`src/rtl/fetch_ir_pkg.sv`:
```
// rtl/fetch_ir_pkg.sv - shared types and constants for the fetch/IR stage and control unit
package fetch_ir_pkg;

  typedef enum logic [1:0] {
    ST_FETCH = 2'd0,
    ST_DROP  = 2'd1,
    ST_VALID = 2'd2
  } fetch_state_e;

  typedef enum logic [1:0] {
    PC_SEL_INC   = 2'd0,
    PC_SEL_REDIR = 2'd1,
    PC_SEL_TGT   = 2'd2
  } pc_sel_e;

  localparam logic [31:0] NOP       = 32'h0000_0013;
  localparam logic [31:0] WORD_MASK = 32'hFFFF_FFFC;

  localparam logic [6:0] OP_R    = 7'b0110011;
  localparam logic [6:0] OP_I    = 7'b0010011;
  localparam logic [6:0] OP_LOAD = 7'b0000011;
  localparam logic [6:0] OP_S    = 7'b0100011;
  localparam logic [6:0] OP_B    = 7'b1100011;
  localparam logic [6:0] OP_JAL  = 7'b1101111;
  localparam logic [6:0] OP_LUI  = 7'b0110111;

  function automatic logic [31:0] word_align(input logic [31:0] addr);
    return addr & WORD_MASK;
  endfunction

endpackage

```
`src/rtl/fetch_ir_if.sv`:
```
// rtl/fetch_ir_if.sv - instruction memory and decode-side signals of the fetch stage
interface fetch_ir_if;
  logic        mem_req;
  logic [31:0] mem_addr;
  logic        mem_ack;
  logic [31:0] mem_rdata;
  logic        instr_valid;
  logic        instr_ready;
  logic [31:0] instr;
  logic [24:0] inm;
  logic [6:0]  opcode;
  logic [31:0] pc_out;
  logic        redir;
  logic [31:0] redir_pc;

  modport master (
    output mem_req, mem_addr, instr_valid, instr, inm, opcode, pc_out,
    input  mem_ack, mem_rdata, instr_ready, redir, redir_pc
  );

  modport slave (
    input  mem_req, mem_addr, instr_valid, instr, inm, opcode, pc_out,
    output mem_ack, mem_rdata, instr_ready, redir, redir_pc
  );
endinterface

```
`src/rtl/fetch_ir_reg_pc.sv`:
```
// rtl/fetch_ir_reg_pc.sv - program counter with next-PC select (increment, redirect, stored target)
module reg_pc
  import fetch_ir_pkg::*;
#(
  parameter logic [31:0] RESET_PC = 32'h0000_0000
) (
  input  logic        clk,
  input  logic        reset,
  input  logic        i_load,
  input  pc_sel_e     i_sel,
  input  logic [31:0] i_redir_pc,
  input  logic [31:0] i_tgt_pc,
  output logic [31:0] o_pc
);

  logic [31:0] r_pc;
  logic [31:0] w_pc_nx;

  always_comb begin
    w_pc_nx = r_pc + 32'd4;
    unique case (i_sel)
      PC_SEL_REDIR: w_pc_nx = word_align(i_redir_pc);
      PC_SEL_TGT:   w_pc_nx = i_tgt_pc;
      default:      w_pc_nx = r_pc + 32'd4;
    endcase
  end

  always_ff @(posedge clk) begin
    if (reset) begin
      r_pc <= RESET_PC;
    end else if (i_load) begin
      r_pc <= w_pc_nx;
    end
  end

  assign o_pc = r_pc;

endmodule

```
`src/rtl/fetch_ir.sv`:
```
// rtl/fetch_ir.sv - instruction fetch and instruction register stage
module fetch_ir
  import fetch_ir_pkg::*;
#(
  parameter logic [31:0] RESET_PC = 32'h0000_0000
) (
  input  logic          clk,
  input  logic          reset,
  fetch_ir_if.master    bus
);

  fetch_state_e r_state;
  fetch_state_e w_state_nx;
  logic [31:0]  r_ir;
  logic [31:0]  r_pc_out;
  logic [31:0]  r_tgt;
  logic [31:0]  w_pc;
  logic         w_pc_load;
  pc_sel_e      w_pc_sel;
  logic         w_ir_load;
  logic         w_tgt_load;

  reg_pc #(.RESET_PC(RESET_PC)) u_reg_pc (
    .clk        (clk),
    .reset      (reset),
    .i_load     (w_pc_load),
    .i_sel      (w_pc_sel),
    .i_redir_pc (bus.redir_pc),
    .i_tgt_pc   (r_tgt),
    .o_pc       (w_pc)
  );

  // Redirect outranks ack and consume; in DROP a same-cycle redirect is the newest target
  always_comb begin
    w_state_nx = r_state;
    w_pc_load  = 1'b0;
    w_pc_sel   = PC_SEL_INC;
    w_ir_load  = 1'b0;
    w_tgt_load = 1'b0;
    unique case (r_state)
      ST_FETCH: begin
        if (bus.redir) begin
          if (bus.mem_ack) begin
            w_pc_load = 1'b1;
            w_pc_sel  = PC_SEL_REDIR;
          end else begin
            w_tgt_load = 1'b1;
            w_state_nx = ST_DROP;
          end
        end else if (bus.mem_ack) begin
          w_ir_load  = 1'b1;
          w_state_nx = ST_VALID;
        end
      end
      ST_DROP: begin
        w_tgt_load = bus.redir;
        if (bus.mem_ack) begin
          w_pc_load  = 1'b1;
          w_pc_sel   = bus.redir ? PC_SEL_REDIR : PC_SEL_TGT;
          w_state_nx = ST_FETCH;
        end
      end
      ST_VALID: begin
        if (bus.redir) begin
          w_pc_load  = 1'b1;
          w_pc_sel   = PC_SEL_REDIR;
          w_state_nx = ST_FETCH;
        end else if (bus.instr_ready) begin
          w_pc_load  = 1'b1;
          w_pc_sel   = PC_SEL_INC;
          w_state_nx = ST_FETCH;
        end
      end
      default: w_state_nx = ST_FETCH;
    endcase
  end

  always_ff @(posedge clk) begin
    if (reset) begin
      r_state  <= ST_FETCH;
      r_ir     <= NOP;
      r_pc_out <= RESET_PC;
      r_tgt    <= RESET_PC;
    end else begin
      r_state <= w_state_nx;
      if (w_ir_load) begin
        r_ir     <= bus.mem_rdata;
        r_pc_out <= w_pc;
      end
      if (w_tgt_load) begin
        r_tgt <= word_align(bus.redir_pc);
      end
    end
  end

  assign bus.mem_req     = (r_state == ST_FETCH) || (r_state == ST_DROP);
  assign bus.mem_addr    = w_pc;
  assign bus.instr_valid = (r_state == ST_VALID);
  assign bus.instr       = r_ir;
  assign bus.inm         = r_ir[31:7];
  assign bus.opcode      = r_ir[6:0];
  assign bus.pc_out      = r_pc_out;

endmodule
```
`src/flat_wrapper.sv`:
```
// flat-port wrapper written by rule: the top's interface ports become plain ports
module fetch_ir_flat import fetch_ir_pkg::*;
#(
  parameter logic [31:0] RESET_PC = 32'h0000_0000
)
  (clk, reset, bus_mem_req, bus_mem_addr, bus_instr_valid, bus_instr, bus_inm, bus_opcode, bus_pc_out, bus_mem_ack, bus_mem_rdata, bus_instr_ready, bus_redir, bus_redir_pc);
  fetch_ir_if bus_i ();
  input  logic clk;
  input  logic reset;
  output wire logic [$bits(bus_i.mem_req)-1:0] bus_mem_req;
  output wire logic [$bits(bus_i.mem_addr)-1:0] bus_mem_addr;
  output wire logic [$bits(bus_i.instr_valid)-1:0] bus_instr_valid;
  output wire logic [$bits(bus_i.instr)-1:0] bus_instr;
  output wire logic [$bits(bus_i.inm)-1:0] bus_inm;
  output wire logic [$bits(bus_i.opcode)-1:0] bus_opcode;
  output wire logic [$bits(bus_i.pc_out)-1:0] bus_pc_out;
  input wire logic [$bits(bus_i.mem_ack)-1:0] bus_mem_ack;
  input wire logic [$bits(bus_i.mem_rdata)-1:0] bus_mem_rdata;
  input wire logic [$bits(bus_i.instr_ready)-1:0] bus_instr_ready;
  input wire logic [$bits(bus_i.redir)-1:0] bus_redir;
  input wire logic [$bits(bus_i.redir_pc)-1:0] bus_redir_pc;
  assign bus_mem_req = bus_i.mem_req;
  assign bus_mem_addr = bus_i.mem_addr;
  assign bus_instr_valid = bus_i.instr_valid;
  assign bus_instr = bus_i.instr;
  assign bus_inm = bus_i.inm;
  assign bus_opcode = bus_i.opcode;
  assign bus_pc_out = bus_i.pc_out;
  assign bus_i.mem_ack = bus_mem_ack;
  assign bus_i.mem_rdata = bus_mem_rdata;
  assign bus_i.instr_ready = bus_instr_ready;
  assign bus_i.redir = bus_redir;
  assign bus_i.redir_pc = bus_redir_pc;
  fetch_ir #(.RESET_PC(RESET_PC)) u_core (.clk(clk), .reset(reset), .bus(bus_i));
endmodule
```
`config.mk`:
```
export PLATFORM = sky130hd
export DESIGN_NAME = fetch_ir_flat
export DESIGN_NICKNAME = d
export VERILOG_FILES = /design/src/rtl/fetch_ir_pkg.sv /design/src/rtl/fetch_ir_if.sv /design/src/rtl/fetch_ir_reg_pc.sv /design/src/rtl/fetch_ir.sv /design/src/flat_wrapper.sv
export SDC_FILE = /design/constraint.sdc
export NUM_CORES = 1
export LEC_CHECK = 0
export CAP_MARGIN = 10
export CORE_UTILIZATION = 40
export CTS_BUF_LIST = sky130_fd_sc_hd__clkbuf_4 sky130_fd_sc_hd__clkbuf_8
export DETAILED_ROUTE_END_ITERATION = 8
export GPL_ROUTABILITY_DRIVEN = 0
export PLACE_DENSITY = 0.83
export SLEW_MARGIN = 30
export SYNTH_ARGS = -nofsm -noshare
export SYNTH_HDL_FRONTEND = slang
export SYNTH_SLANG_ARGS = --single-unit
```
`constraint.sdc`:
```
create_clock -name clk -period 3.55 [get_ports clk]
set_clock_uncertainty 0.15 [all_clocks]
set_input_delay 0.71 -clock clk [delete_from_list [all_inputs] [get_ports clk]]
set_output_delay 0.71 -clock clk [all_outputs]
set_load 0.01 [all_outputs]
```
==> metrics.txt <==
outcome complete, no violations; post-CTS setup buffers 0; detailed-route wire length per cell 14.79 um; # Max-Cap Violations 0; clock buffer depth 2; final net count 970; CTS buffer count 17; # hold bufs at CTS 0; post-cts sizing count 0; antenna fix cells 0; Tcrit/Tclk final about three quarters; layout cell share with drive strength beyond 1 6.367%; register area share after synthesis a little over two fifths; Net Sw Power 842.0 uW; Hold Vio Cnt, Final 0; Peak VDD IR 0.2177 mV; CP max-delay cell clkdlybuf4s50_1; Final Max Slew Viols 0; syn avg cell area 7.602 sq um; FMAX 0.3741 GHz; drt pass-1 iters 5; Syn-to-layout area delta 38.16%; area of placed instances between 7000 and 8000 sq um; clock power share 37.3%; CP Capture Type register; Post-Syn Area 5793 sq um; Fill cells 1268; Lkg Pwr roughly 2.8 nW; switch share 26.45%; setup TNS 0 ns; register bit total from synthesis about 120; worst path required time 3.73 ns; Int Pwr 2.341 mW; RSZ-0062 raised after global routing no; CTS root buffer clkbuf_8; Comb power frac 15.6%; Total Wirelength between 15000 and 20000 um; largest net degree at the start of global routing 63; crit path launch type primary input; crit-path max FO 39; final total power 3.183 mW; highest cell delay on the worst timing path 0.52 ns; Die W between 100 and 150 um; GR Overflow Total 0; Synth Instances 762; wire length of the first global-routing pass 25340 um; Yosys cell types 50; CTS tree yes; Rows 43; Clk Latency, worst-skew pair ~0.44 ns; initial DRC count a little under 500; Starting Density 41.41%; Routed Antenna Nets 0; Setup CP Type primary input to register; initial antenna violation count 0; DIE AREA 14970 sq um; # H-tree levels 4; Seq pwr share roughly 47%; hpwl dp ~11000 um; Via Count 5759; final instance area roughly 8000 sq um; critical path arrival 2.86 ns; clock-pin slew on the worst setup and hold paths approximately 0.060 ns; IO buf count roughly 190; CORE AREA 13990 sq um; Slew @ Worst Pin between 0.7 and 0.8 ns; setup violators final 0; CP cell instances clkdlybuf4s50_1 -> nand2b_4 -> nand2_1 -> and2_1 -> ha_1 -> buf_12 -> a221oi_1 -> a21oi_1 -> nor2_1 -> nor4_1; GR Util All Layers between 20% and 30%; pwr/cell area 397.7 nW/um^2; Synth Warn # 0; vias in the first global route approximately 5000; Sink Count about 120; HP Class register to register; DRC 0; Ports 199; die height 122.3 um; fin crit period roughly 2.7 ns; max_slew headroom 50.89%; vias per cell 5.279
final timing paths:
path,start,to,slack (ns),cells past startpoint
setup / recovery,bus_mem_ack,u_core.u_reg_pc.o_pc[11]$_SDFFE_PP0P_,0.88,10
hold reg to reg,u_core.bus.pc_out[22]$_SDFFE_PP0P_,u_core.bus.pc_out[22]$_SDFFE_PP0P_,0.30,2
setup reg to reg,u_core.u_reg_pc.o_pc[2]$_SDFFE_PP0P_,u_core.u_reg_pc.o_pc[26]$_SDFFE_PP0P_,1.11,6
hold / removal,u_core.bus.pc_out[22]$_SDFFE_PP0P_,u_core.bus.pc_out[22]$_SDFFE_PP0P_,0.30,2
final cells by class:
type                       instances  area (sq um)  share of cell area, %
sequential                       124          2482                  31.01
tap                              180         225.2                  2.814
clock buffer                      25         319.1                  3.986
multi-input combinational        540          2815                  35.17
inverter                           8         30.03                 0.3752
clock inverter                     7         62.56                 0.7816
timing repair buffer             207          2069                  25.86
metrics by stage:
step	hold slack [ns]	std cells	util [%]	worst slack, ns
floorplan	0.2864	765	-	1.036
global placement	0.2910	1059	54.44	0.4720
detailed placement	0.2958	1059	54.44	0.4729
CTS	0.3058	1091	57.16	0.9333
global route	0.3217	1091	57.22	0.6826
finish	0.3040	1091	57.22	0.8770
metal layers:
layer,vias to the layer above,GRT usage [%],part of all wire [%]
met5,-,0,0
met4,0,6.326,1.7
met3,23,4.926,7.0
met2,244,32.55,47
met1,2608,30.24,45
li1,2884,-,-
cell usage after synthesis (all sizes together):
master   number  share of area [%]
nand2b        4               0.56
and2          7               0.76
or3           1               0.11
clkbuf       44                2.9
dfxtp       124                 43
a2111oi       1               0.26
o211ai        2               0.26
conb          1              0.065
nor2         31                2.0
nor4          8                1.1
o41ai         2               0.30
ha            3               0.65
a31oi         2               0.22
and3          4               0.43
a22o          4               0.60
nand4        15                1.7
a41o          1               0.17
a221o         1               0.17
o31ai         5               0.65
mux2          1               0.19
a2bb2oi       1               0.15
nor3         22                1.9
a22oi        15                1.9
nand2       208                 14
o311a         1               0.17
and4          4               0.60
a221oi       11                1.7
a21oi       120                 10
o21ai        12                1.0
o22ai        10                1.3
a211oi        8                1.0
mux2i         9                1.6
a211o         1               0.15
inv           8               0.52
or4           1               0.13
a41oi         1               0.15
buf          49                5.7
nand3        12                1.0
nand3b        3               0.39
o31a          3               0.45
nor3b         1               0.13
o22a          1               0.15
worst max-delay path: cells and delay by family:
family                   cells  cell delay [ns]
adder cells (fa/ha/maj)      1             0.37
AND/OR/NAND/NOR              5             0.74
buffers and inverters        2             0.75
AO/OA/AOI/OAI                2             0.27
cells by family (layout without fill, tap and decap cells):
| logic type | count (synthesis) | after routing | share of synthesized area [%] |
|---|---|---|---|
| other | 1 | 4 | 0.06473 |
| multiplexers | 10 | 10 | 1.750 |
| AO/OA/AOI/OAI | 202 | 202 | 21.21 |
| flip-flops | 124 | 124 | 42.85 |
| buffers and inverters | 101 | 247 | 9.050 |
| adder cells (fa/ha/maj) | 3 | 3 | 0.6480 |
| AND/OR/NAND/NOR | 321 | 321 | 24.43 |
layout by cell type, fill, tap and decap left out, types with 13 or more instances in the layout:
cell	Yosys	routed
nor2_1	31	31
a21oi_1	120	120
nor3_1	22	21
clkbuf_8	0	21
nand4_1	14	14
dfxtp_1	124	124
nand2_1	207	207
clkdlybuf4s50_1	0	191
buf_4	37	13
a22oi_1	15	15
state kept, by name, summed over array words and instances (netlist names):
register and count:
u_core.bus.instr 32, u_core.bus.pc_out 30, u_core.r_state 2, u_core.r_tgt 30, u_core.u_reg_pc.o_pc 30
power groups by stage:
stage	logic, mW	clock network [mW]	registers (mW)
finish	0.498	1.19	1.50
global route	0.543	1.28	1.51
detailed placement	0.495	0	1.53
CTS	0.496	1.22	1.50
floorplan	0.257	0	1.53
global placement	0.488	0	1.53
Note: power is estimated with default switching activity, not from simulation.
